===== src/rtl/uart_pkg.sv =====
// Shared types and constants for the UART loopback path.
package uart_pkg;

   localparam int DATA_W_DEF = 8;
   localparam int DROP_W     = 8;

   typedef enum logic [1:0] {
      ST_IDLE      = 2'd0,
      ST_START     = 2'd1,
      ST_WAIT_BUSY = 2'd2,
      ST_WAIT_DONE = 2'd3
   } state_e;

endpackage


===== src/rtl/sync_fifo.sv =====
// Single-clock FIFO with a combinational head read and occupancy count.
// A push while full is accepted only when a pop frees the slot in the same cycle.
module sync_fifo
   import uart_pkg::*;
#(
   parameter int DATA_W = DATA_W_DEF,
   parameter int DEPTH  = 8
) (
   input  logic                     clk,
   input  logic                     rst,
   input  logic                     push,
   input  logic                     pop,
   input  logic [DATA_W-1:0]        wdata,
   output logic [DATA_W-1:0]        rdata,
   output logic                     full,
   output logic                     empty,
   output logic [$clog2(DEPTH):0]   count
);

   localparam int AW = $clog2(DEPTH);

   logic [DATA_W-1:0] mem_q [DEPTH];
   logic [AW-1:0]     wr_ptr_q, wr_ptr_d;
   logic [AW-1:0]     rd_ptr_q, rd_ptr_d;
   logic [AW:0]       count_q, count_d;
   logic              do_push_s;
   logic              do_pop_s;

   assign full  = (count_q == (AW+1)'(DEPTH));
   assign empty = (count_q == (AW+1)'(0));
   assign count = count_q;
   assign rdata = mem_q[rd_ptr_q];

   // Next-state pointers and occupancy.
   always_comb begin
      do_pop_s  = pop && !empty;
      do_push_s = push && (!full || do_pop_s);
      wr_ptr_d  = wr_ptr_q;
      rd_ptr_d  = rd_ptr_q;
      if (do_push_s) begin
         wr_ptr_d = wr_ptr_q + AW'(1);
      end else begin
         wr_ptr_d = wr_ptr_q;
      end
      if (do_pop_s) begin
         rd_ptr_d = rd_ptr_q + AW'(1);
      end else begin
         rd_ptr_d = rd_ptr_q;
      end
      count_d = count_q + (AW+1)'(do_push_s) - (AW+1)'(do_pop_s);
   end

   // Pointer and count registers.
   always_ff @(posedge clk) begin
      if (rst) begin
         wr_ptr_q <= AW'(0);
         rd_ptr_q <= AW'(0);
         count_q  <= (AW+1)'(0);
      end else begin
         wr_ptr_q <= wr_ptr_d;
         rd_ptr_q <= rd_ptr_d;
         count_q  <= count_d;
      end
   end

   // Storage array; contents are don't-care until written.
   always_ff @(posedge clk) begin
      if (do_push_s) begin
         mem_q[wr_ptr_q] <= wdata;
      end
   end

endmodule


===== src/rtl/loopback_ctrl.sv =====
// Buffers received bytes and hands them to the UART transmitter one at a time
// via a start/busy handshake; tracks sticky overrun and a saturating drop count.
module loopback_ctrl
   import uart_pkg::*;
#(
   parameter int DATA_W = DATA_W_DEF,
   parameter int DEPTH  = 8
) (
   input  logic                     clk,
   input  logic                     rst,
   input  logic                     enable,
   input  logic                     rx_data_ready,
   input  logic [DATA_W-1:0]        rx_data,
   input  logic                     tx_busy,
   output logic                     tx_start,
   output logic [DATA_W-1:0]        tx_data,
   input  logic                     overrun_clr,
   output logic                     overrun,
   output logic [DROP_W-1:0]        drop_count,
   output logic [$clog2(DEPTH):0]   fifo_count
);

   state_e              state_q, state_d;
   logic                tx_start_q, tx_start_d;
   logic [DATA_W-1:0]   tx_data_q, tx_data_d;
   logic                overrun_q, overrun_d;
   logic [DROP_W-1:0]   drop_count_q, drop_count_d;
   logic                pop_s;
   logic                drop_s;
   logic                fifo_full_s;
   logic                fifo_empty_s;
   logic [DATA_W-1:0]   fifo_rdata_s;

   sync_fifo #(
      .DATA_W (DATA_W),
      .DEPTH  (DEPTH)
   ) u_fifo (
      .clk   (clk),
      .rst   (rst),
      .push  (rx_data_ready),
      .pop   (pop_s),
      .wdata (rx_data),
      .rdata (fifo_rdata_s),
      .full  (fifo_full_s),
      .empty (fifo_empty_s),
      .count (fifo_count)
   );

   // Transmit sequencing; the head byte is latched on the pop so it stays stable for the whole frame.
   always_comb begin
      state_d   = state_q;
      pop_s     = 1'b0;
      tx_data_d = tx_data_q;
      case (state_q)
         ST_IDLE: begin
            if (enable && !fifo_empty_s) begin
               pop_s     = 1'b1;
               tx_data_d = fifo_rdata_s;
               state_d   = ST_START;
            end else begin
               state_d   = ST_IDLE;
            end
         end
         ST_START: begin
            state_d = ST_WAIT_BUSY;
         end
         ST_WAIT_BUSY: begin
            if (tx_busy) begin
               state_d = ST_WAIT_DONE;
            end else begin
               state_d = ST_WAIT_BUSY;
            end
         end
         ST_WAIT_DONE: begin
            if (!tx_busy) begin
               state_d = ST_IDLE;
            end else begin
               state_d = ST_WAIT_DONE;
            end
         end
         default: begin
            state_d = ST_IDLE;
         end
      endcase
      tx_start_d = (state_d == ST_START);
   end

   // Overrun bookkeeping; a clear in the same cycle as a drop discards that drop.
   always_comb begin
      drop_s       = rx_data_ready && fifo_full_s && !pop_s;
      overrun_d    = overrun_q;
      drop_count_d = drop_count_q;
      if (overrun_clr) begin
         overrun_d    = 1'b0;
         drop_count_d = DROP_W'(0);
      end else if (drop_s) begin
         overrun_d = 1'b1;
         if (drop_count_q != {DROP_W{1'b1}}) begin
            drop_count_d = drop_count_q + DROP_W'(1);
         end else begin
            drop_count_d = drop_count_q;
         end
      end else begin
         overrun_d    = overrun_q;
         drop_count_d = drop_count_q;
      end
   end

   // Controller registers.
   always_ff @(posedge clk) begin
      if (rst) begin
         state_q      <= ST_IDLE;
         tx_start_q   <= 1'b0;
         tx_data_q    <= DATA_W'(0);
         overrun_q    <= 1'b0;
         drop_count_q <= DROP_W'(0);
      end else begin
         state_q      <= state_d;
         tx_start_q   <= tx_start_d;
         tx_data_q    <= tx_data_d;
         overrun_q    <= overrun_d;
         drop_count_q <= drop_count_d;
      end
   end

   assign tx_start   = tx_start_q;
   assign tx_data    = tx_data_q;
   assign overrun    = overrun_q;
   assign drop_count = drop_count_q;

endmodule


===== config.mk =====
export PLATFORM = sky130hd
export DESIGN_NAME = loopback_ctrl
export DESIGN_NICKNAME = d
export VERILOG_FILES = /design/src/rtl/uart_pkg.sv /design/src/rtl/sync_fifo.sv /design/src/rtl/loopback_ctrl.sv
export SDC_FILE = /design/constraint.sdc
export NUM_CORES = 1
export LEC_CHECK = 0
export BUFFER_PORTS_ARGS = -buffer_cell sky130_fd_sc_hd__buf_2
export CAP_MARGIN = 10
export CORE_MARGIN = 2
export CORE_UTILIZATION = 63
export DETAILED_ROUTE_END_ITERATION = 10
export PLACE_DENSITY = 0.86
export REMOVE_ABC_BUFFERS = 1
export SETUP_SLACK_MARGIN = 0.4
export SYNTH_ARGS = -nofsm -noshare
export SYNTH_HDL_FRONTEND = slang
export SYNTH_HIERARCHICAL = 1
export SYNTH_SLANG_ARGS = --single-unit

===== constraint.sdc =====
create_clock -name clk -period 6.7 [get_ports clk]
set_clock_uncertainty 0.1 [all_clocks]
set_input_delay 0.335 -clock clk [delete_from_list [all_inputs] [get_ports clk]]
set_output_delay 0.335 -clock clk [all_outputs]
set_load 0.03 [all_outputs]

Yosys cells after proc, flatten, opt, wreduce, memory -nomap -nowiden
Memories as Yosys holds them, arrays and structs flattened. A register that Yosys moved wholly into a read port is not among the register bits.
Index checks and enable logic that the tools add are counted.
{ "word_totals": {"regBits": 22, "ramBits": 64, "in_bits": 14, "output_inout_bits": 22, "wordCells": 41, "mem_count": 1} }
{ "op_classes": {"n_addsub": 5, "eq_ne": 6, "n_mux": 8, "n_reduce_logical": 14} }
{ "mem_list": {"columns": ["memory", "words", "width", "read_ports", "rd_clocked_by_memory_dff", "write_ports", "line", "text"], "rows": [
  ["u_fifo.mem_q", 8, 8, 1, 1, 1, "sync_fifo.sv:22", "logic [DATA_W-1:0] mem_q [DEPTH];"]
]} }
{ "op_table": {"columns": ["op", "n"], "rows": [
  ["$add 8x1->8 const B", 1],
  ["$ne 8x8->1 const B", 1],
  ["$pmux 2 s4", 1],
  ["$add 3x1->3 const B", 2],
  ["$mux 1", 6],
  ["$logic_and 1x1->1", 5],
  ["$add 4x1->4", 1],
  ["$eq 2x1->1 const B", 2],
  ["$eq 2x2->1 const B", 2],
  ["$eq 4x4->1 const B", 1],
  ["$logic_not 4->1", 1],
  ["$reduce_and 2->1", 2],
  ["$sub 4x1->4", 1],
  ["$logic_not 1->1", 3],
  ["$logic_not 2->1", 1],
  ["$mux 2", 1],
  ["$reduce_or 2->1", 1],
  ["$logic_or 1x1->1", 1]
]} }

Longest topological paths before layout
{ "logic_depth": {"ltp_word": 10, "ltp_mapped": 14, "mapped_depth_nobuf": 12} }

Cells and area by module
Netlist, hierarchy kept.
{ "modules_own_cells": {"columns": ["mod", "n_inst", "cells_each", "area_per_inst_um2"], "rows": [
  ["sync_fifo", 1, 186, 3188.1],
  ["loopback_ctrl", 1, 96, 882.1]
]} }

Least setup slack after synthesis
Ideal clock, no wire load.
{ "synth_path": {"kind": "register to register", "startpoint": "reg u_fifo.count_q[2] (netlist: u_fifo/count[2])", "endpoint": "mem u_fifo/mem_q[0][0] in the netlist's numbering (enable)", "setup_time_ns": 0.395, "t_arrival_ns": 2.743, "t_required_ns": 6.205, "setup_slack_ns": 3.462, "path_stages_with_launch": 10, "path_buffers": 1, "synth_period_minus_slack_ns": 3.238, "path_cell_list": "dfxtp_1 inv_1 ha_1 nor3b_1 nand3b_4 inv_4 buf_6 nor2b_1 nor2_1 nor4_1"} }
{ "synth_between": {"elab_chain_cells": 10, "elab_cells_between_ends": 12} }
{ "synth_rtl": {"columns": ["item", "line", "text"], "rows": [
  ["start, declared", "sync_fifo.sv:25", "logic [AW:0] count_q, count_d;"],
  ["start signal, assigned", "sync_fifo.sv:58", "count_q <= (AW+1)'(0);"],
  ["start signal, assigned", "sync_fifo.sv:62", "count_q <= count_d;"],
  ["$logic_not 4->1", "sync_fifo.sv:30", "assign empty = (count_q == (AW+1)'(0));"],
  ["net fifo_empty_s", "loopback_ctrl.sv:31", "logic fifo_empty_s;"],
  ["$logic_not 1->1", "loopback_ctrl.sv:56", "if (enable && !fifo_empty_s) begin"],
  ["$logic_and 1x1->1", "loopback_ctrl.sv:56", null],
  ["$mux 1", "loopback_ctrl.sv:56", null],
  ["$mux 1", "loopback_ctrl.sv:54", "case (state_q)"],
  ["net pop_s", "loopback_ctrl.sv:28", "logic pop_s;"],
  ["$logic_and 1x1->1", "sync_fifo.sv:36", "do_pop_s = pop && !empty;"],
  ["$logic_or 1x1->1", "sync_fifo.sv:37", "do_push_s = push && (!full || do_pop_s);"],
  ["$logic_and 1x1->1", "sync_fifo.sv:37", null],
  ["$mux 1", "sync_fifo.sv:68", "if (do_push_s) begin"],
  ["$mux 1 (not written as such)", "sync_fifo.sv:69", "mem_q[wr_ptr_q] <= wdata;"],
  ["end, declared", "sync_fifo.sv:22", null]
]} }
The timed path passes the listed nets, and every way through them passes these cells.

Worst setup path in the final report
{ "layout_path": {"startpoint": "reg u_fifo.count_q[2] (netlist: u_fifo/count[2])", "endpoint": "mem u_fifo/mem_q[5][3] in the netlist's numbering (enable)"} }
{ "layout_between": {"elab_chain_cells": 10, "elab_cells_between_ends": 12} }
{ "layout_rtl": {"columns": ["item", "line"], "rows": [
  ["$logic_not 4->1 (*)", "sync_fifo.sv:30"],
  ["net fifo_empty_s", "loopback_ctrl.sv:31"],
  ["$logic_not 1->1 (*)", "sync_fifo.sv:36, loopback_ctrl.sv:56"],
  ["$logic_and 1x1->1", "loopback_ctrl.sv:56"],
  ["$mux 1", "loopback_ctrl.sv:56"],
  ["$mux 1", "loopback_ctrl.sv:54"],
  ["$logic_and 1x1->1 (*)", "sync_fifo.sv:36"],
  ["$logic_or 1x1->1 (*)", "sync_fifo.sv:37"],
  ["$logic_and 1x1->1 (*)", "sync_fifo.sv:37"],
  ["$mux 1 (*)", "sync_fifo.sv:68"],
  ["$mux 1 (not written as such) (*)", "sync_fifo.sv:69"]
]} }
Mark *: on every way through the listed nets, which the timed path passes. The rest lies on a longest branch.

==> flow_summary.yaml <==
yosys:
  ys_ff_latch: 97
  synth_top_family_by_area: "multiplexers"
  synth-simple-area-share: 0.126
  async_flop_share: 0
  syn_area_per_cell_um2: 14.4
  syn_inst: 282
  synthFlopType: "edfxtp_1"
  yosys_warnings: 6
  synth_adder_area_share: 0.0295
  synth-compound-area-share: 0.0498
  synth_cell_types: 54
  seq_area_frac_synth: 0.634
  synth_edf_count: 64
  synthXorXnorAreaFrac: 0.00646
  synth.area.mux_share: 0.126
  netlist_area_um2: 4070
final_layout:
  syn2layout_area_growth_pct: 11.6
  final.fill_count: 394
  n_antenna_cell: 0
  drive_above_1_share: 0.284
  nets: 342
  post-route-util: 0.719
clock_tree:
  clock-root-buffer: "clkbuf_8"
  ctsResizeCount: 0
  holdBufCountCts: 0
  worstSkewPairLatency_ns: 0.36
  cts_made_buffers: 9
  cts.sinks: 97
  postCtsSetupBuffers: 0
  clock_path_buffers: 2
  h-tree-depth: 3
  cts_tree: "done"
  cts.clk_slew.worst_paths_ns: 0.09
power:
  p_per_area_nw_per_um2: 345
  p_leak_nw: 1.59
  vdd_ir_drop_max_mv: 0.261
place:
  port_buffers: 35
  dp_hpwl_um: 5210
  finalWeightedCongestion: 0.743
  dp_slack_ns: 3.19
timing:
  fin_crit_sh: 0.526
  hold_viol: 0
  max_freq_ghz: 0.284
  setup_slack_ns: 3.18
  slew_headroom: 0.243
  worst-slew-pin-transition_ns: 1.13
  slew_viol_final: 0
  rsz0062_at_grt: "false"
  tns_ns: 0
  finalSetupViolations: 0
  finalCriticalPeriod_ns: 3.52
global_route:
  grt-ovfl-total: 0
  antenna_found_initial: 0
  first_global_vias: 2391
  grt_max_degree: 29
  grt_usage: 0.230
  grt_pass1_wl_um: 12400
die:
  pin_count: 36
  dieArea_um2: 7120
  core_area_um2: 6310
  die_y_um: 84.4
  initial_core_util: 0.645
  die-width_um: 84.4
  rows: 29
setup_path:
  critPathRequiredTime_ns: 6.57
  cp_max_fo: 16
  crit_arrival_ns: 3.39
  cp-end-kind: "flip-flop"
  start_kind: "flip-flop"
  critPathKind: "flip-flop to flip-flop"
detailed_routing:
  vias: 2471
  routedWlPerCell_um: 19.5
  ant_nets: 0
  first_iter_violations: 196
  drtPass1Iterations: 4
  drc: 0
  via_per_inst: 6.16
  drt-total-wl_um: 7830
min_path:
  min_path_type: "input port to flip-flop"
flow_run:
  maxCapViolCount: 0
outcome:
  status: "finished, final reports clean"
[power by group]
part	switching, mW	leakage (nW)	total (mW)	internal, mW
combinational	0.238	0.629	0.399	0.161
sequential	0.0539	0.849	0.763	0.709
clock	0.185	0.108	0.404	0.219
[final timing paths]
check                                     start                  to  slack (ns)  cells past startpoint
worst min-delay path                    tx_busy          state_q[0]        0.16                      3
worst max-delay path            u_fifo/count[2]  u_fifo/mem_q[5][3]        3.18                      8
worst min register to register       tx_data[3]          tx_data[3]        0.37                      2
worst max register to register  u_fifo/count[2]  u_fifo/mem_q[5][3]        3.18                      8
[final cells by class]
class,instances,area [µm²],share of cell area
flip-flops and latches,97,2580,0.569
inverters,9,36.3,0.00799
clock buffers,15,189,0.0416
multi-input cells,162,1370,0.303
clock inverters,1,30.0,0.00661
repair buffers,40,233,0.0513
well taps,77,96.3,0.0212
[worst max-delay path, cell delays in order (launching register included)]
cell and delay (ns):
dfxtp_1 0.33, inv_1 0.07, ha_1 0.21, nor3b_1 0.18, nand3b_4 0.27, inv_4 0.23
nor2b_1 0.50, o21ai_0 0.29, nor3_1 0.95
[cells in the mapped netlist, types with 2 or more instances]
master / n / area, µm²
nand2b_1: 2 / 12.5
nor3b_1: 4 / 30.0
o21ai_0: 2 / 10.0
nor2b_1: 5 / 31.3
nand2_1: 29 / 109
dfxtp_1: 33 / 661
mux4_2: 16 / 360
buf_6: 3 / 33.8
nor4_1: 2 / 12.5
a21oi_1: 14 / 70.1
nor2_1: 17 / 63.8
nor2_2: 2 / 12.5
xnor2_1: 2 / 17.5
buf_2: 2 / 10.0
mux2i_1: 4 / 40.0
mux2_2: 10 / 113
clkbuf_1: 8 / 30.0
nand3_1: 7 / 35.0
inv_1: 8 / 30.0
edfxtp_1: 64 / 1920
nor3_1: 6 / 30.0
ha_1: 8 / 100
nand4_1: 3 / 18.8
[metrics by stage]
step                      cell area [µm²]  power, mW  std cells  hold slack, ns
after floorplan                      3990       1.05        268           0.302
after global placement               4280       1.15        382           0.348
after detailed placement             4280       1.16        382           0.358
after CTS                            4500       1.56        398           0.146
after global routing                 4540       1.64        401           0.148
final                                4540       1.57        401           0.156
[layout by cell type, fill, tap and decap left out, types with 8 or more instances in the layout]
cell       n
a21oi_1   14
buf_2     35
clkbuf_8   9
dfxtp_1   33
edfxtp_1  64
ha_1       8
inv_1      8
mux2_2    10
mux4_2    16
nand2_1   29
nor2_1    17
[flip-flops by register name, summed over array words and instances (netlist names), named ones only]
signal and count:
u_fifo/mem_q 64, drop_count 8, tx_data 8, u_fifo/count 4
u_fifo/rd_ptr_q 3, u_fifo/wr_ptr_q 3, state_q 2, overrun 1
tx_start 1
[kinds of logic after synthesis]
family	after synthesis
adder cells (fa/ha/maj)	9
AO/OA/AOI/OAI	27
buffers and inverters	23
multiplexers	30
flip-flops	97
XOR/XNOR	3
AND/OR/NAND/NOR	93
[metal layers]
layer | up-vias | track usage | wire length, µm
met2 | 82 | 0.382 | 4090
met1 | 1243 | 0.303 | 3150
met3 | 15 | 0.0551 | 385
li1 | 1131 | - | -
met4 | 0 | 0.0750 | 210
met5 | - | 0 | 0
Power figures use the tool's default switching activity.
